**src/rtl/rv32_pkg.sv**
```systemverilog
// Shared RV32I decode definitions: opcodes, inst_type bit positions, field
// constants and the decoded-entry payload handed to the execute stage.
package rv32_pkg;

    localparam int unsigned XLEN_W = 32;
    localparam int unsigned FUN_W  = 10;
    localparam int unsigned IT_W   = 6;
    localparam int unsigned REG_W  = 5;

    localparam logic [6:0] OP_R      = 7'b0110011;
    localparam logic [6:0] OP_IMM    = 7'b0010011;
    localparam logic [6:0] OP_LOAD   = 7'b0000011;
    localparam logic [6:0] OP_JALR   = 7'b1100111;
    localparam logic [6:0] OP_STORE  = 7'b0100011;
    localparam logic [6:0] OP_BRANCH = 7'b1100011;
    localparam logic [6:0] OP_JAL    = 7'b1101111;
    localparam logic [6:0] OP_LUI    = 7'b0110111;
    localparam logic [6:0] OP_AUIPC  = 7'b0010111;

    localparam int unsigned IT_R = 5;
    localparam int unsigned IT_I = 4;
    localparam int unsigned IT_S = 3;
    localparam int unsigned IT_B = 2;
    localparam int unsigned IT_J = 1;
    localparam int unsigned IT_U = 0;

    localparam logic [2:0] F3_ADD  = 3'd0;
    localparam logic [2:0] F3_SLL  = 3'd1;
    localparam logic [2:0] F3_SLT  = 3'd2;
    localparam logic [2:0] F3_SLTU = 3'd3;
    localparam logic [2:0] F3_SRL  = 3'd5;

    localparam logic [6:0] F7_ZERO = 7'h00;
    localparam logic [6:0] F7_ALT  = 7'h20;

    typedef enum logic [2:0] {
        IMM_NONE = 3'd0,
        IMM_I    = 3'd1,
        IMM_S    = 3'd2,
        IMM_B    = 3'd3,
        IMM_J    = 3'd4,
        IMM_U    = 3'd5
    } imm_type_e;

    typedef struct packed {
        logic [FUN_W-1:0]  fun;
        logic [IT_W-1:0]   inst_type;
        logic [XLEN_W-1:0] imm;
        logic [REG_W-1:0]  rs1;
        logic [REG_W-1:0]  rs2;
        logic [REG_W-1:0]  rd;
        logic [XLEN_W-1:0] pc;
        logic              illegal;
    } dec_entry_t;

endpackage

```
**src/rtl/id_decode_stage_if.sv**
```systemverilog
// Fetch-side and execute-side handshake bundle of the decode stage.
interface id_decode_stage_if #(
    parameter int unsigned XLEN = rv32_pkg::XLEN_W
) ();

    logic            flush;
    logic            in_valid;
    logic            in_ready;
    logic [31:0]     in_inst;
    logic [XLEN-1:0] in_pc;
    logic            out_valid;
    logic            out_ready;
    logic [9:0]      out_fun;
    logic [5:0]      out_inst_type;
    logic [XLEN-1:0] out_imm;
    logic [4:0]      out_rs1;
    logic [4:0]      out_rs2;
    logic [4:0]      out_rd;
    logic [XLEN-1:0] out_pc;
    logic            out_illegal;

    modport slave (
        input  flush, in_valid, in_inst, in_pc, out_ready,
        output in_ready, out_valid, out_fun, out_inst_type, out_imm,
               out_rs1, out_rs2, out_rd, out_pc, out_illegal
    );

    modport master (
        output flush, in_valid, in_inst, in_pc, out_ready,
        input  in_ready, out_valid, out_fun, out_inst_type, out_imm,
               out_rs1, out_rs2, out_rd, out_pc, out_illegal
    );

endinterface

```
**src/rtl/rv32_imm_gen.sv**
```systemverilog
// Combinational RV32I immediate extraction for a given immediate format.
module rv32_imm_gen
    import rv32_pkg::*;
(
    input  logic [31:0]       inst,
    input  imm_type_e         imm_type,
    output logic [XLEN_W-1:0] imm_c
);

    // The opcode field never contributes to an immediate.
    logic [6:0] unused_opcode;
    assign unused_opcode = inst[6:0];

    always_comb begin
        imm_c = '0;
        case (imm_type)
            IMM_I:   imm_c = {{20{inst[31]}}, inst[31:20]};
            IMM_S:   imm_c = {{20{inst[31]}}, inst[31:25], inst[11:7]};
            IMM_B:   imm_c = {{19{inst[31]}}, inst[31], inst[7], inst[30:25], inst[11:8], 1'b0};
            IMM_J:   imm_c = {{11{inst[31]}}, inst[31], inst[19:12], inst[20], inst[30:21], 1'b0};
            IMM_U:   imm_c = {inst[31:12], 12'h000};
            default: imm_c = '0;
        endcase
    end

endmodule

```
**src/rtl/id_decode_stage.sv**
```systemverilog
// RV32I decode stage: registered output plus a one-entry skid buffer so the
// fetch side keeps full throughput under execute back-pressure.
module id_decode_stage
    import rv32_pkg::*;
#(
    parameter int unsigned     XLEN         = XLEN_W,
    parameter logic [XLEN-1:0] RESET_PC_TAG = '0
) (
    input logic              clk,
    input logic              rst_n,
    id_decode_stage_if.slave bus
);

    logic [6:0]        opcode;
    logic [2:0]        f3;
    logic [6:0]        f7;
    logic [IT_W-1:0]   it_raw;
    logic [FUN_W-1:0]  fun_raw;
    logic              legal;
    imm_type_e         imm_type;
    logic [XLEN_W-1:0] imm_raw;
    dec_entry_t        dec_c;

    dec_entry_t out_q, out_d;
    dec_entry_t skid_q, skid_d;
    logic       out_valid_q, out_valid_d;
    logic       skid_valid_q, skid_valid_d;
    logic       in_ready_q, in_ready_d;
    logic       accept;
    logic       slot_free;

    assign opcode = bus.in_inst[6:0];
    assign f3     = bus.in_inst[14:12];
    assign f7     = bus.in_inst[31:25];

    rv32_imm_gen u_imm_gen (
        .inst     (bus.in_inst),
        .imm_type (imm_type),
        .imm_c    (imm_raw)
    );

    // Opcode/field decode; illegal encodings squash type, fun and imm.
    always_comb begin
        it_raw   = '0;
        fun_raw  = '0;
        legal    = 1'b1;
        imm_type = IMM_NONE;
        case (opcode)
            OP_R: begin
                it_raw[IT_R] = 1'b1;
                fun_raw      = {f3, f7};
                legal        = (f7 == F7_ZERO) ||
                               ((f7 == F7_ALT) && ((f3 == F3_ADD) || (f3 == F3_SRL)));
            end
            OP_IMM: begin
                it_raw[IT_I] = 1'b1;
                fun_raw      = {f3, 7'h00};
                imm_type     = IMM_I;
                if (f3 == F3_SLL) begin
                    legal = (f7 == F7_ZERO);
                end else if (f3 == F3_SRL) begin
                    legal = (f7 == F7_ZERO) || (f7 == F7_ALT);
                end
            end
            OP_LOAD, OP_JALR: begin
                it_raw[IT_I] = 1'b1;
                imm_type     = IMM_I;
            end
            OP_STORE: begin
                it_raw[IT_S] = 1'b1;
                imm_type     = IMM_S;
            end
            OP_BRANCH: begin
                it_raw[IT_B] = 1'b1;
                fun_raw      = {f3, 7'h00};
                imm_type     = IMM_B;
                legal        = !((f3 == F3_SLT) || (f3 == F3_SLTU));
            end
            OP_JAL: begin
                it_raw[IT_J] = 1'b1;
                imm_type     = IMM_J;
            end
            OP_LUI, OP_AUIPC: begin
                it_raw[IT_U] = 1'b1;
                imm_type     = IMM_U;
            end
            default: legal = 1'b0;
        endcase
    end

    always_comb begin
        dec_c           = '0;
        dec_c.fun       = legal ? fun_raw : '0;
        dec_c.inst_type = legal ? it_raw : '0;
        dec_c.imm       = legal ? imm_raw : '0;
        dec_c.rs1       = bus.in_inst[19:15];
        dec_c.rs2       = bus.in_inst[24:20];
        dec_c.rd        = bus.in_inst[11:7];
        dec_c.pc        = XLEN_W'(bus.in_pc);
        dec_c.illegal   = !legal;
    end

    // Flush wins over any accept; a free output slot drains the skid first.
    always_comb begin
        out_d        = out_q;
        skid_d       = skid_q;
        out_valid_d  = out_valid_q;
        skid_valid_d = skid_valid_q;
        accept       = bus.in_valid && in_ready_q && !bus.flush;
        slot_free    = !out_valid_q || bus.out_ready;
        if (bus.flush) begin
            out_valid_d  = 1'b0;
            skid_valid_d = 1'b0;
        end else if (slot_free) begin
            if (skid_valid_q) begin
                out_d        = skid_q;
                out_valid_d  = 1'b1;
                skid_valid_d = 1'b0;
            end else if (accept) begin
                out_d       = dec_c;
                out_valid_d = 1'b1;
            end else begin
                out_valid_d = 1'b0;
            end
        end else if (accept) begin
            skid_d       = dec_c;
            skid_valid_d = 1'b1;
        end
        in_ready_d = !skid_valid_d;
    end

    always_ff @(posedge clk) begin
        if (!rst_n) begin
            out_q        <= '0;
            out_q.pc     <= XLEN_W'(RESET_PC_TAG);
            skid_q       <= '0;
            out_valid_q  <= 1'b0;
            skid_valid_q <= 1'b0;
            in_ready_q   <= 1'b1;
        end else begin
            out_q        <= out_d;
            skid_q       <= skid_d;
            out_valid_q  <= out_valid_d;
            skid_valid_q <= skid_valid_d;
            in_ready_q   <= in_ready_d;
        end
    end

    assign bus.in_ready      = in_ready_q;
    assign bus.out_valid     = out_valid_q;
    assign bus.out_fun       = out_q.fun;
    assign bus.out_inst_type = out_q.inst_type;
    assign bus.out_imm       = XLEN'(out_q.imm);
    assign bus.out_rs1       = out_q.rs1;
    assign bus.out_rs2       = out_q.rs2;
    assign bus.out_rd        = out_q.rd;
    assign bus.out_pc        = XLEN'(out_q.pc);
    assign bus.out_illegal   = out_q.illegal;

endmodule

```
**src/flat_wrapper.sv**
```systemverilog
// flat-port wrapper written by rule: the top's interface ports become plain ports
module id_decode_stage_flat import rv32_pkg::*;
#(
    parameter int unsigned     XLEN         = XLEN_W,
    parameter logic [XLEN-1:0] RESET_PC_TAG = '0
)
  (clk, rst_n, bus_flush, bus_in_valid, bus_in_inst, bus_in_pc, bus_out_ready, bus_in_ready, bus_out_valid, bus_out_fun, bus_out_inst_type, bus_out_imm, bus_out_rs1, bus_out_rs2, bus_out_rd, bus_out_pc, bus_out_illegal);
  id_decode_stage_if #(.XLEN(XLEN)) bus_i ();
  input logic clk;
  input logic rst_n;
  input wire logic [$bits(bus_i.flush)-1:0] bus_flush;
  input wire logic [$bits(bus_i.in_valid)-1:0] bus_in_valid;
  input wire logic [$bits(bus_i.in_inst)-1:0] bus_in_inst;
  input wire logic [$bits(bus_i.in_pc)-1:0] bus_in_pc;
  input wire logic [$bits(bus_i.out_ready)-1:0] bus_out_ready;
  output wire logic [$bits(bus_i.in_ready)-1:0] bus_in_ready;
  output wire logic [$bits(bus_i.out_valid)-1:0] bus_out_valid;
  output wire logic [$bits(bus_i.out_fun)-1:0] bus_out_fun;
  output wire logic [$bits(bus_i.out_inst_type)-1:0] bus_out_inst_type;
  output wire logic [$bits(bus_i.out_imm)-1:0] bus_out_imm;
  output wire logic [$bits(bus_i.out_rs1)-1:0] bus_out_rs1;
  output wire logic [$bits(bus_i.out_rs2)-1:0] bus_out_rs2;
  output wire logic [$bits(bus_i.out_rd)-1:0] bus_out_rd;
  output wire logic [$bits(bus_i.out_pc)-1:0] bus_out_pc;
  output wire logic [$bits(bus_i.out_illegal)-1:0] bus_out_illegal;
  assign bus_i.flush = bus_flush;
  assign bus_i.in_valid = bus_in_valid;
  assign bus_i.in_inst = bus_in_inst;
  assign bus_i.in_pc = bus_in_pc;
  assign bus_i.out_ready = bus_out_ready;
  assign bus_in_ready = bus_i.in_ready;
  assign bus_out_valid = bus_i.out_valid;
  assign bus_out_fun = bus_i.out_fun;
  assign bus_out_inst_type = bus_i.out_inst_type;
  assign bus_out_imm = bus_i.out_imm;
  assign bus_out_rs1 = bus_i.out_rs1;
  assign bus_out_rs2 = bus_i.out_rs2;
  assign bus_out_rd = bus_i.out_rd;
  assign bus_out_pc = bus_i.out_pc;
  assign bus_out_illegal = bus_i.out_illegal;
  id_decode_stage #(.XLEN(XLEN), .RESET_PC_TAG(RESET_PC_TAG)) u_core (.clk(clk), .rst_n(rst_n), .bus(bus_i));
endmodule
```
**config.mk**
```make
export PLATFORM = sky130hd
export DESIGN_NAME = id_decode_stage_flat
export DESIGN_NICKNAME = d
export VERILOG_FILES = /design/src/rtl/rv32_pkg.sv /design/src/rtl/id_decode_stage_if.sv /design/src/rtl/rv32_imm_gen.sv /design/src/rtl/id_decode_stage.sv /design/src/flat_wrapper.sv
export SDC_FILE = /design/constraint.sdc
export NUM_CORES = 1
export LEC_CHECK = 0
export CELL_PAD_IN_SITES_DETAIL_PLACEMENT = 0
export CELL_PAD_IN_SITES_GLOBAL_PLACEMENT = 1
export CORE_UTILIZATION = 35
export DETAILED_ROUTE_END_ITERATION = 12
export DONT_BUFFER_PORTS = 1
export PLACE_DENSITY_LB_ADDON = 0.1
export SLEW_MARGIN = 20
export SYNTH_ARGS = -nofsm -noshare
export SYNTH_HDL_FRONTEND = slang
export SYNTH_SLANG_ARGS = --single-unit
```
**constraint.sdc**
```tcl
create_clock -name clk -period 4.5 [get_ports clk]
set_input_delay 0.675 -clock clk [delete_from_list [all_inputs] [get_ports clk]]
set_output_delay 0.675 -clock clk [all_outputs]
set_load 0.01 [all_outputs]
```
# Word level (Yosys, flattened, before mapping)
# Index checks and enable logic that the tools add are counted.
# totals
word_cells,86
output_inout_bits,98
register_bits,195
input_bits,69
# op_classes
bitwise_logic,3
eq_ne,19
n_reduce_logical,23
mux,22
# op_table
cell,n
$mux 96,2
$pmux 32 s5,1
$mux 32,1
$eq 7x6->1 const B,4
$eq 7x7->1 const B,3
$pmux 10 s2,1
$pmux 3 s5,1
$eq 7x5->1 const B,2
$mux 1,13
$eq 3x2->1 const B,4
$mux 10,1
$eq 3x3->1 const B,3
$eq 7x2->1 const B,1
$logic_not 7->1,1
$eq 3x1->1 const B,2
$mux 6,1
$reduce_and 3->1,2
$reduce_or 2->1,3
$reduce_or 6->1,1
$logic_not 1->1,5
$logic_or 1x1->1,5
$pmux 1 s4,1
$logic_and 1x1->1,3
$logic_not 3->1,1
other kinds (3),5

# Logic depth before layout (Yosys ltp)
# Gate-level depths: netlist (run 1).
# logic_depth
word_depth,8
mapped_depth,9

# Hierarchy
# A second synthesis (run 1) with hierarchy kept.
# hier_totals
hier_cells,887
hier_area_um2,8421.8
# by_module_without_submodules
mod,area_each_um2,cells_each,n_inst,seq_area_each_um2
id_decode_stage,7978.9,823,1,3903.7
rv32_imm_gen,442.9,64,1,0.0

# Worst setup path after synthesis (run 1)
# OpenSTA, ideal clock, no wires.
# synth_timing
kind,input-to-reg
startpoint,in bus_out_ready
endpoint,reg u_core.skid_q[53] (netlist bit)
path_slack_ns,2.484
arrival_time_ns,1.946
cell_stages,6
required_ns,4.430
setup_ns,0.070
cell_sequence,nand2b_1 -> nor3_1 -> buf_2 -> clkbuf_1 -> o2111ai_1 -> a21boi_1
# synth_via
elab_chain_cells,3
# synth_rtl
element,line_no,source
from (decl),flat_wrapper.sv:15,input wire logic [$bits(bus_i.out_ready)-1:0] bus_out_ready;
$logic_or 1x1->1,id_decode_stage.sv:110,slot_free = !out_valid_q || bus.out_ready;
$not 1->1 (no source line),-,
$reduce_and 3->1 (no source line),-,
to (signal assigned),id_decode_stage.sv:142,skid_q <= skid_d;
to (decl),id_decode_stage.sv:25,"dec_entry_t skid_q, skid_d;"
# No other way between the ends.
# A chain may end at the register's enable or synchronous reset.

# Final worst setup path (run 1)
# layout_timing
startpoint,in bus_in_inst[25]
endpoint,reg u_core.out_q (netlist bit u_core.bus.out_imm[17])
# layout_via
elab_chain_cells,8
elab_cells_between_ends,11
# layout_rtl
element,line_no,source
from (decl),flat_wrapper.sv:13,input wire logic [$bits(bus_i.in_inst)-1:0] bus_in_inst;
$eq 7x6->1 or $logic_not 7->1 (tied branches),-,
$logic_or 1x1->1,id_decode_stage.sv:62,legal = (f7 == F7_ZERO) || (f7 == F7_ALT);
$mux 1,id_decode_stage.sv:61,end else if (f3 == F3_SRL) begin
$mux 1,id_decode_stage.sv:59,if (f3 == F3_SLL) begin
$pmux 1 s4 (*),id_decode_stage.sv:48,case (opcode)
$mux 32 (*),id_decode_stage.sv:95,dec_c.imm = legal ? imm_raw : '0;
$mux 96 (*),id_decode_stage.sv:119,end else if (accept) begin
$mux 96 (*),id_decode_stage.sv:115,if (skid_valid_q) begin
to (signal assigned),id_decode_stage.sv:141,out_q <= out_d;
to (decl),id_decode_stage.sv:24,"dec_entry_t out_q, out_d;"
# Mark *: on every way between the ends. The rest lies on a longest branch, timed or not. The select of a mux whose other input is x is not followed.

==> results of run 1 <==
-- cell families after synthesis --
kind of cell              after synthesis  share of synthesized area, %
muxes                                  48                         5.673
AOI/OAI and AO/OA                     271                         24.08
buffers and inverters                  89                         4.550
xor gates and xnor gates                1                        0.1034
DFF                                   195                         46.09
and+or+nand+nor                       387                         19.50
-- through the flow --
stage | total power [mW] | cell area [sq um]
floorplan | 1.987 | 8469
global placement | 2.010 | 8582
detailed placement | 2.010 | 8582
CTS | 3.576 | 9174
global route | 3.664 | 9174
finish | 3.519 | 9174
-- synth_stat cells (2+ instances only) --
cell type and n:
a22o_1 19, nand4b_1 2, or3_1 7, a21oi_1 30, inv_1 3, o211ai_1 8, a21boi_1 13, a32oi_1 2
nand2b_1 8, and2_1 8, o21ai_2 2, nor2b_1 2, a31oi_1 5, o211a_1 54, buf_1 2, dfxtp_1 195
mux2i_1 48, nand2_1 281, nand3_1 41, o21a_1 8, nor2_1 16, a21boi_0 56, buf_6 2, nor3_1 3
buf_2 17, clkbuf_1 60, buf_4 4, o21ai_0 39, and3_1 10, o2111ai_1 14, o21ai_1 13
-- worst min-delay path by stage --
stage                                              start                                 end  slack, ns  cells after the start
after detailed placement  u_core.skid_q[69]$_SDFFE_PN0P_      u_core.skid_q[69]$_SDFFE_PN0P_       0.44                      2
after global routing                     bus_in_inst[26]  u_core.bus.out_imm[6]$_SDFFE_PN0P_       0.36                      1
after floorplan           u_core.skid_q[59]$_SDFFE_PN0P_      u_core.skid_q[59]$_SDFFE_PN0P_       0.42                      2
final                                    bus_in_inst[26]  u_core.bus.out_imm[6]$_SDFFE_PN0P_       0.37                      1
after CTS                                bus_in_inst[27]  u_core.bus.out_imm[7]$_SDFFE_PN0P_       0.35                      1
after global placement    u_core.skid_q[68]$_SDFFE_PN0P_      u_core.skid_q[68]$_SDFFE_PN0P_       0.44                      2
-- layout make-up --
class / count / area, sq um / area share [%]
clock buffer: 18 / 429.2 / 4.678
clock inverter: 14 / 162.7 / 1.773
inverter: 4 / 15.01 / 0.1637
multi-input combinational: 707 / 4195 / 45.73
sequential: 195 / 3908 / 42.59
tap: 319 / 399.1 / 4.351
timing repair buffer: 7 / 65.06 / 0.7092
-- worst register-to-register path, cell delays in order, from the launching register on --
cell and delay (ns):
dfxtp_4 0.55, clkinv_1 0.35, and3_1 0.34, and2_1 0.19, a31oi_1 0.52, o21ai_0 0.16
-- layer usage --
layer	vias up	track usage [%]	routed length (um)
li1	3334	-	-
met1	3123	26.51	11450
met2	131	31.63	10890
met3	11	7.186	1962
met4	0	3.791	197
met5	-	0	0
-- report_power, final --
part | internal [mW] | leakage [nW] | switching (mW)
Clock | 0.797 | 0.288 | 0.757
Sequential | 1.76 | 1.58 | 0.0489
Combinational | 0.0643 | 1.83 | 0.0878
-- sequential cells by signal (all words and copies together), names as in the netlist --
name                      cells
u_core.skid_q                96
u_core.bus.out_imm           32
u_core.bus.out_pc            32
u_core.bus.out_fun           10
u_core.bus.out_inst_type      6
u_core.bus.out_rd             5
u_core.bus.out_rs1            5
u_core.bus.out_rs2            5
u_core.bus.in_ready           1
u_core.bus.out_illegal        1
u_core.bus.out_valid          1
u_core.skid_valid_q           1
==> summary.md, run 1 <==
| Metric | Value |
|---|---|
| Pre-Repair DR Iteration Count | `4` |
| Unrepaired setup endpoints after global routing | `false` |
| Nets | `approximately 1,000` |
| Top-area cell type share of the netlist area | `46.09%` |
| Drt wl/cell | `just under 20 um` |
| Final period util | `a little under three fifths` |
| Crit path cell chain | `nor4_1 -> nand2_1 -> o21ai_0 -> a21o_1 -> a31oi_1 -> o21ai_0` |
| Critical path depth in cells | `6` |
| Count of input and output buffers | `0` |
| Critical Path AT | `2.87 ns` |
| Clock-pin slew on the worst setup and hold paths | `0.08 ns` |
| Post-route insts no fill | `about 1,300` |
| Starting Density | `35.87%` |
| CP peak stage delay | `~0.6 ns` |
| Fillers | `~2,500` |
| FMAX | `about 400 MHz` |
| Vias | `6,599` |
| CP bufs+invs | `0` |
| Area growth syn-to-layout | `8.317%` |
| Main synth FF type | `dfxtp_1` |
| Post_cts resized | `0` |
| Count of different cell masters after synthesis | `50` |
| Sum Neg Setup Slack | `0 ns` |
| Hold slack | `roughly 0.37 ns` |
| PnR worst setup slack | `about 2.0 ns` |
| Static leakage | `roughly 3.7 nW` |
| Clk sink count | `just under 200` |
| Syn nets | `roughly 1,100` |
| Flop2flop setup slack | `2.24 ns` |
| Clk_lat worst skew | `0.43 ns` |
| Top cells by area, synth | `dfxtp_1 (46%), nand2_1 (12%), o211a_1 (6.4%)` |
| Final setup fails | `0` |
| Status | `finished, final reports clean` |
| First-pass GRT wire length | `about 38,000 um` |
| Sum of routed wire length over all layers | `24,500 um` |
| Util after Layout | `38.85%` |
| CTS buffer count | `17` |
| Setup bufs post-CTS | `0` |
| Post-Syn Area | `around 0.0085 sq mm` |
| Layout cells sized above 1 | `5.397%` |
| Total track usage | `roughly a fifth` |
| CTS Root Cell | `clkbuf_16` |
| Detailed Place HPWL | `14,830 um` |
| Critical R2R Launch | `u_core.skid_valid_q$_SDFF_PN0_` |
| CORE AREA | `approximately 0.024 sq mm` |
| Initial antenna violation count | `0` |
| Syn Inst Count | `approximately 1,000` |
| Ant. Diodes | `0` |
| Depth of the worst register-to-register path | `5` |
| Flops & latches, synth | `195` |
| Max stage delay cell, worst path | `nor4_1` |
| CP required | `between 4 and 5 ns` |
| CP Capture Type | `flip-flop` |
| Worst-margin pin slew | `~1.0 ns` |
| Max transition margin | `31.79%` |
| Vias per cell | `~5.2` |
| Clk_skew | `approximately 0.011 ns` |
| Worst Path Max Fanout | `16` |
| Worst Setup EP | `u_core.bus.out_imm[17]$_SDFFE_PN0P_` |
| Row count | `56` |
| P per Cell Area | `between 300 and 400 mW/mm^2` |
| Max clock buf depth | `2` |
| Die Y | `157.6 um` |
| CP Launch Type | `input port` |
| Post-synth EDFFs | `0` |
| Dpl ws | `1.500 ns` |
| Yosys warnings | `0` |
| 1st-iter DRT viols | `between 300 and 400` |
| Hold-fix buffers, CTS | `0` |
| Final count of pins violating max slew | `0` |
| Hold Vio Cnt, Final | `0` |
| Final ANT Viol Nets | `0` |
| CTS tree | `yes` |
| Peak supply drop | `0.1810 mV` |
| GPL Wtd Cong | `roughly 0.77` |
| Die area | `approximately 0.025 sq mm` |
| Overflow after GRT | `0` |
| Commonest cells after routing, fill and taps aside | `nand2_1 (281), dfxtp_1 (194), a21boi_0 (56)` |
| Reg2Reg Capture Point | `u_core.bus.out_imm[17]$_SDFFE_PN0P_` |
| Ports | `~170` |
| Largest net degree at the start of global routing | `approximately 180` |
| Worst setup path startpoint | `bus_in_inst[25]` |
| Dpl cells | `about 1,200` |
| Maxcap violations | `0` |
| DIE WIDTH | `157.6 um` |
| Syn Area/Cell | `~8.5 sq um` |
| Vias in the first global route | `roughly 6,500` |
| Crit path kind | `in2reg` |
| Commonest non-fill, non-tap cell in the layout | `nand2_1` |
| Htree depth | `4` |
| Final min period | `about 2.5 ns` |
| Most used cell along the critical path | `o21ai_0` |
| Worst Hold Class | `in2reg` |
| Sequential area share after synthesis | `a little under half` |
| Largest area contributor in the netlist | `dfxtp_1` |
| Top delay family on crit path | `compound AO/OA/AOI/OAI gates` |
| Ys async rst share | `0%` |
| Drt drc | `0` |
(Power assumes the default switching activity.)
==> run 2, diff against run 1 <==
Clock period 4.5 ns to 2.12 ns, I/O delays scaled along.
==> run 2 against run 1 <==
Against the previous run: worst setup slack got worse by 1.8 ns; via count increased by 3.4%; combinational power increased by 150%; clock skew increased by 0.0011 ns.
==> summary.md, run 2 (same netlist as run 1, synthesis figures left out) <==
| Metric | Value |
|---|---|
| Max clock buf depth | `2 (unchanged)` |
| CTS tree | `yes` |
| GRT busiest layer | `met2` |
| CORE AREA | `0.02361 sq mm (unchanged)` |
| Switch share | `24.98% (-0.42 points)` |
| Nets | `1,041 (+4.0%)` |
| CP Launch Type | `flip-flop` |
| Clk_lat worst skew | `0.43 ns (about the same)` |
| Worst Path Max Fanout | `17 (+1)` |
| Clk sink count | `195 (unchanged)` |
| Htree depth | `4 (unchanged)` |
| Final ANT Viol Nets | `0 (unchanged)` |
| Max stage delay cell, worst path | `or3_4` |
| Top reg by flops | `u_core.skid_q` |
| GPL Wtd Cong | `0.7874 (+1.8%)` |
| Register area | `0.003908 sq mm (unchanged)` |
| Clk_skew | `0.01210 ns (+0.001119 ns)` |
| Comb pwr share | `5.1% (+0.8 points)` |
| Internal power contribution | `5.482 mW (+110%)` |
| CTS buffer count | `17 (unchanged)` |
| Row count | `56 (unchanged)` |
| Vias in the first global route | `6,593 (+2.1%)` |
| CP Capture Type | `flip-flop` |
| Hold Startpoint | `bus_in_pc[15]` |
| Area growth syn-to-layout | `12.90%` |
| Depth of the worst register-to-register path | `4 (-1)` |
| Hold-critical path depth | `2 (+1)` |
| Overflow after GRT | `0 (unchanged)` |
| CTS Root Cell | `clkbuf_16` |
| Drt wl/cell | `18.99 um (-2.0%)` |
| Grt met3 use | `7.874% (+0.69 points)` |
| CP peak stage delay | `0.49 ns (-0.11 ns)` |
| Initial antenna violation count | `0 (unchanged)` |
| Peak supply drop | `0.3552 mV (+96%)` |
| Layout cells sized above 1 | `7.208% (+1.8 points)` |
| Reg power frac | `52.7% (+1.2 points)` |
| Sum Neg Setup Slack | `0 ns (unchanged)` |
| Max reg flops | `96 (unchanged)` |
| Final period util | `89.19%` |
| Unrepaired setup endpoints after global routing | `false` |
| Static leakage | `3.888 nW (+5.0%)` |
| Crit path cell chain | `nand2_1 -> or3_4 -> and2_1 -> a22o_1` |
| Hold Vio Cnt, Final | `0 (unchanged)` |
| Drt drc | `0 (unchanged)` |
| Critical R2R Launch | `u_core.bus.in_ready$_SDFF_PN1_` |
| Vias per cell | `5.232 (+0.21%)` |
| Sum of routed wire length over all layers | `24,770 um (+1.1%)` |
| Flop2flop setup slack | `0.23 ns (-2.01 ns)` |
| Net switching power | `1.825 mW (+100%)` |
| Worst-margin pin slew | `0.7142 ns (-0.3053 ns)` |
| Commonest cells after routing, fill and taps aside | `nand2_1 (281), dfxtp_1 (194), a21boi_0 (56)` |
| Hold slack | `0.02440 ns (-0.3490 ns)` |
| P per Cell Area | `764.3 mW/mm^2 (+99%)` |
| Status | `finished, final reports clean` |
| Clock-pin slew on the worst setup and hold paths | `0.07 ns (about the same)` |
| Vias | `6,822 (+3.4%)` |
| Setup bufs post-CTS | `0 (unchanged)` |
| 1st-iter DRT viols | `366 (-1.3%)` |
| Worst Hold End | `u_core.skid_q[16]$_SDFFE_PN0P_` |
| Detailed Place HPWL | `15,470 um (+4.3%)` |
| Final setup fails | `0 (unchanged)` |
| Crit path kind | `reg2reg` |
| Fillers | `2,464 (-1.0%)` |
| Maxcap violations | `0 (unchanged)` |
| Die Y | `157.6 um (unchanged)` |
| Critical Path AT | `2.21 ns (-0.66 ns)` |
| First-pass GRT wire length | `38,970 um (+2.2%)` |
| CP required | `2.44 ns (-2.41 ns)` |
| Met1 Use GR | `26.58% (+0.072 points)` |
| Starting Density | `35.87% (unchanged)` |
| Final min period | `roughly 1.9 ns` |
| Worst Hold Class | `in2reg` |
| Total track usage | `20.45% (+0.32 points)` |
| Max transition margin | `52.39% (+21 points)` |
| GR Layer Usage met2 | `32.03% (+0.40 points)` |
| Ant. Diodes | `0 (unchanged)` |
| Ports | `167 (unchanged)` |
| Clk network pwr share | `42.2% (-1.9 points)` |
| Final count of pins violating max slew | `0 (unchanged)` |
| FMAX | `about 530 MHz` |
| Die area | `0.02482 sq mm (unchanged)` |
| Pre-Repair DR Iteration Count | `5 (+1)` |
| Commonest non-fill, non-tap cell in the layout | `nand2_1` |
| Reg2Reg Capture Point | `u_core.skid_q[50]$_SDFFE_PN0P_` |
| Top delay family on crit path | `simple AND/OR/NAND/NOR gates` |
| DIE WIDTH | `157.6 um (unchanged)` |
| CP bufs+invs | `0 (unchanged)` |
| Count of input and output buffers | `0 (unchanged)` |
| Area of the multi-input gates | `0.004195 sq mm (unchanged)` |
| Largest net degree at the start of global routing | `165 (-8.8%)` |
==> run 2: cell count changes in the layout (fill, tap and decap cells not counted), sizes merged <==
cell,change
inv,-4
bufinv,-1
buf,+21
dlygate4sd3,+19
clkinvlp,+3
clkbuf,+2
==> run 2: worst max-delay path by stage <==
stage,from,to,slack (ns),depth (start not counted)
floorplan,u_core.bus.out_valid$_SDFFE_PP0P_,u_core.bus.out_inst_type[2]$_SDFFE_PN0P_,0.39,6
global placement,bus_in_inst[25],u_core.bus.out_imm[8]$_SDFFE_PN0P_,0.23,8
detailed placement,bus_in_inst[25],u_core.skid_q[59]$_SDFFE_PN0P_,0.21,8
CTS,u_core.bus.in_ready$_SDFF_PN1_,u_core.skid_q[51]$_SDFFE_PN0P_,0.21,4
global route,u_core.bus.in_ready$_SDFF_PN1_,u_core.bus.out_fun[3]$_SDFFE_PN0P_,0.04,6
finish,u_core.bus.in_ready$_SDFF_PN1_,u_core.skid_q[50]$_SDFFE_PN0P_,0.23,4
==> run 2: power by group through the flow <==
stage	registers, mW	clock network (mW)	logic, mW
after global placement	3.94	0	0.343
final	3.85	3.08	0.376
after global routing	3.86	3.36	0.418
after CTS	3.85	3.19	0.379
after detailed placement	3.94	0	0.344
after floorplan	3.91	0	0.310
==> run 2: per-stage QoR <==
| step | util [%] | total power, mW | cell area (sq um) | instances | worst slack [ns] |
|---|---|---|---|---|---|
| detailed placement | 37.38 | 4.282 | 8827 | 1253 | 0.2055 |
| CTS | 40.41 | 7.424 | 9542 | 1302 | 0.2065 |
| finish | 40.49 | 7.308 | 9562 | 1304 | 0.2293 |
| floorplan | - | 4.219 | 8469 | 991 | 0.3944 |
| global placement | 37.38 | 4.281 | 8827 | 1253 | 0.2349 |
| global route | 40.49 | 7.644 | 9562 | 1304 | 0.03766 |
==> run 2: what timing repair did <==
action	4_1_cts	5_1_grt
setup endpoints to repair	0	0
gates resized for setup	0	0
hold buffers	17	2
endpoints found under the hold margin	30	2
==> run 2: metal layers <==
layer	vias up	wire [um]
met5	-	0
met4	0	196
met3	16	2016
met2	141	11320
met1	3239	11230
li1	3426	-
==> run 2: cell type report <==
type                            instances  area share, %
Tap cell                              319          4.174
Sequential cell                       195          40.87
Clock inverter                         12          1.021
Multi-Input combinational cell        707          43.88
Clock buffer                           20          4.672
Timing Repair Buffer                   47          5.234
Inverter                                4         0.1570
==> run 3, diff against run 2 <==
Clock period 2.12 ns to 2.08 ns, I/O delays scaled along.
==> run 3 against run 2 <==
Against the previous run: first-iteration DRC count up 24%; utilization up 0.35 points; worst setup slack worse by 0.015 ns; clock skew up 0.0041 ns; clock-buffer cell count up 1; global-route usage up 0.20 points; cell area up 0.86%; register-to-register slack about the same; largest power group unchanged; highest routed layer unchanged.
==> summary.md, run 3 (same netlist as run 1, synthesis figures left out) <==
| Metric | Value |
|---|---|
| Die Y | `157.6 um (unchanged)` |
| Overflow after GRT | `0 (unchanged)` |
| Switch share | `24.92% (-0.058 points)` |
| Layout cells sized above 1 | `7.490% (+0.28 points)` |
| Worst Path Max Fanout | `36 (+19)` |
| Total track usage | `20.65% (+0.20 points)` |
| CP Capture Type | `flip-flop` |
| Util after Layout | `40.84% (+0.35 points)` |
| Static leakage | `3.934 nW (+1.2%)` |
| GPL Wtd Cong | `0.8015 (+1.8%)` |
| Hold Vio Cnt, Final | `0 (unchanged)` |
| Dpl cells | `1,253 (unchanged)` |
| Final count of pins violating max slew | `0 (unchanged)` |
| CTS Root Cell | `clkbuf_16` |
| Die area | `0.02482 sq mm (unchanged)` |
| CP Launch Type | `flip-flop` |
| Row count | `56 (unchanged)` |
| Final period util | `89.68% (+0.50 points)` |
| Unrepaired setup endpoints after global routing | `false` |
| Starting Density | `35.87% (unchanged)` |
| Htree depth | `4 (unchanged)` |
| Internal power contribution | `5.758 mW (+5.0%)` |
| Top reg by flops | `u_core.skid_q` |
| Critical Path AT | `2.19 ns (-0.02 ns)` |
| Drt wl/cell | `19.21 um (+1.1%)` |
| Net switching power | `1.911 mW (+4.7%)` |
| CORE AREA | `0.02361 sq mm (unchanged)` |
| P per Cell Area | `795.1 mW/mm^2 (+4.0%)` |
| Initial antenna violation count | `0 (unchanged)` |
| First-pass GRT wire length | `39,050 um (+0.20%)` |
| Peak supply drop | `0.4115 mV (+16%)` |
| Detailed Place HPWL | `15,530 um (+0.37%)` |
| Max reg flops | `96 (unchanged)` |
| Fillers | `2,433 (-1.3%)` |
| Ant. Diodes | `0 (unchanged)` |
| Largest net degree at the start of global routing | `160 (-3.0%)` |
| Maxcap violations | `0 (unchanged)` |
| Worst-margin pin slew | `0.8556 ns (+0.1414 ns)` |
| Final Instance Area | `0.009644 sq mm (+0.86%)` |
| 1st-iter DRT viols | `454 (+24%)` |
| Status | `finished, final reports clean` |
| Drt drc | `0 (unchanged)` |
| Final setup fails | `0 (unchanged)` |
| Crit path kind | `reg2reg` |
| Post-route insts no fill | `1,307 (+0.23%)` |
| Worst Hold Class | `in2reg` |
| Commonest cells after routing, fill and taps aside | `nand2_1 (281), dfxtp_1 (194), a21boi_0 (56)` |
| Tot Pwr | `7.669 mW (+4.9%)` |
| Final ANT Viol Nets | `0 (unchanged)` |
| Sum of routed wire length over all layers | `25,110 um (+1.4%)` |
| Max clock buf depth | `2 (unchanged)` |
| Nets | `1,044 (+0.29%)` |
| Vias | `6,826 (+0.059%)` |
| DIE WIDTH | `157.6 um (unchanged)` |
| Ports | `167 (unchanged)` |
| Vias per cell | `5.223 (-0.17%)` |
| Area after DPL | `0.008815 sq mm (-0.14%)` |
| Comb pwr share | `5.2% (about the same)` |
| Clk_lat worst skew | `0.44 ns (about the same)` |
| Reg power frac | `51.1% (-1.6 points)` |
| Clk network pwr share | `43.7% (+1.5 points)` |
| Clk sink count | `195 (unchanged)` |
| Pre-Repair DR Iteration Count | `4 (-1)` |
| Clk_skew | `0.01624 ns (+0.004143 ns)` |
| Sum Neg Setup Slack | `0 ns (unchanged)` |
| Vias in the first global route | `6,695 (+1.5%)` |
| CTS buffer count | `17 (unchanged)` |
| Area growth syn-to-layout | `13.87%` |
| CTS tree | `yes` |
| Max transition margin | `42.77% (-9.6 points)` |
| Commonest non-fill, non-tap cell in the layout | `nand2_1` |
| FMAX | `536.1 MHz (+1.4%)` |
| Final min period | `1.865 ns (-0.02532 ns)` |
| CP required | `2.41 ns (-0.03 ns)` |
| Clock-pin slew on the worst setup and hold paths | `0.08 ns (about the same)` |
| Count of input and output buffers | `0 (unchanged)` |
| Setup bufs post-CTS | `0 (unchanged)` |
-- run 3: cell types whose count changed in the layout (fill, tap and decap cells not counted), moves of 2 or more --
cell	before	now
inv_8	2	4
dlygate4sd3_1	19	22
clkinv_2	2	0
clkbuf_1	2	0
clkinvlp_4	4	2
clkbuf_8	1	3
-- run 3: worst max-delay path: stages (launching register included) --
cell and delay [ns]:
dfxtp_1 0.42, a21oi_1 0.15, nor3_2 0.17, buf_4 0.30, buf_4 0.40, o211ai_1 0.14, o211a_1 0.15
-- run 3: worst paths after layout --
kind / start / to / slack, ns / cells after the start
setup / recovery: u_core.bus.in_ready$_SDFF_PN1_ / u_core.bus.out_inst_type[2]$_SDFFE_PN0P_ / 0.21 / 6
hold / removal: bus_in_pc[27] / u_core.skid_q[28]$_SDFFE_PN0P_ / 0.01 / 2
setup reg to reg: u_core.bus.in_ready$_SDFF_PN1_ / u_core.bus.out_inst_type[2]$_SDFFE_PN0P_ / 0.21 / 6
hold reg to reg: u_core.skid_q[85]$_SDFFE_PN0P_ / u_core.skid_q[85]$_SDFFE_PN0P_ / 0.45 / 2
-- run 3: layer usage --
metal | wire (um) | part of all wire (%) | track usage, %
met3 | 1946 | 7.7 | 7.517
met2 | 11120 | 44 | 31.56
met1 | 11710 | 47 | 27.16
met5 | 0 | 0 | 0
met4 | 337 | 1.3 | 5.733
-- run 3: timing repair --
item | CTS | global route
gates resized for setup | 0 | 1
hold buffers | 21 | 1
setup endpoints to repair | 0 | 3
hold endpoints to repair | 32 | 1
-- run 3: power by group through the flow --
stage	clock [mW]	combinational [mW]	sequential, mW
after global routing	3.63	0.440	3.94
final	3.35	0.397	3.92
after CTS	3.47	0.401	3.92
after floorplan	0	0.316	3.98
after global placement	0	0.352	4.01
after detailed placement	0	0.353	4.01
-- run 3: per-stage QoR --
| step | hold WS (ns) | worst slack [ns] |
|---|---|---|
| finish | 0.01428 | 0.2146 |
| global route | 0.002385 | 0.1015 |
| CTS | 0.00003761 | 0.09407 |
| detailed placement | 0.4407 | 0.1250 |
| global placement | 0.4359 | 0.1843 |
| floorplan | 0.4247 | 0.3544 |
-- run 3: area by class of cell --
| type | count | area [sq um] | share of cell area, % |
|---|---|---|---|
| clock buffers | 21 | 491.7 | 5.099 |
| flip-flops and latches | 195 | 3908 | 40.52 |
| well taps | 319 | 399.1 | 4.139 |
| multi-input cells | 707 | 4202 | 43.57 |
| repair buffers | 50 | 518.0 | 5.371 |
| clock inverters | 11 | 111.4 | 1.155 |
| inverters | 4 | 15.01 | 0.1557 |
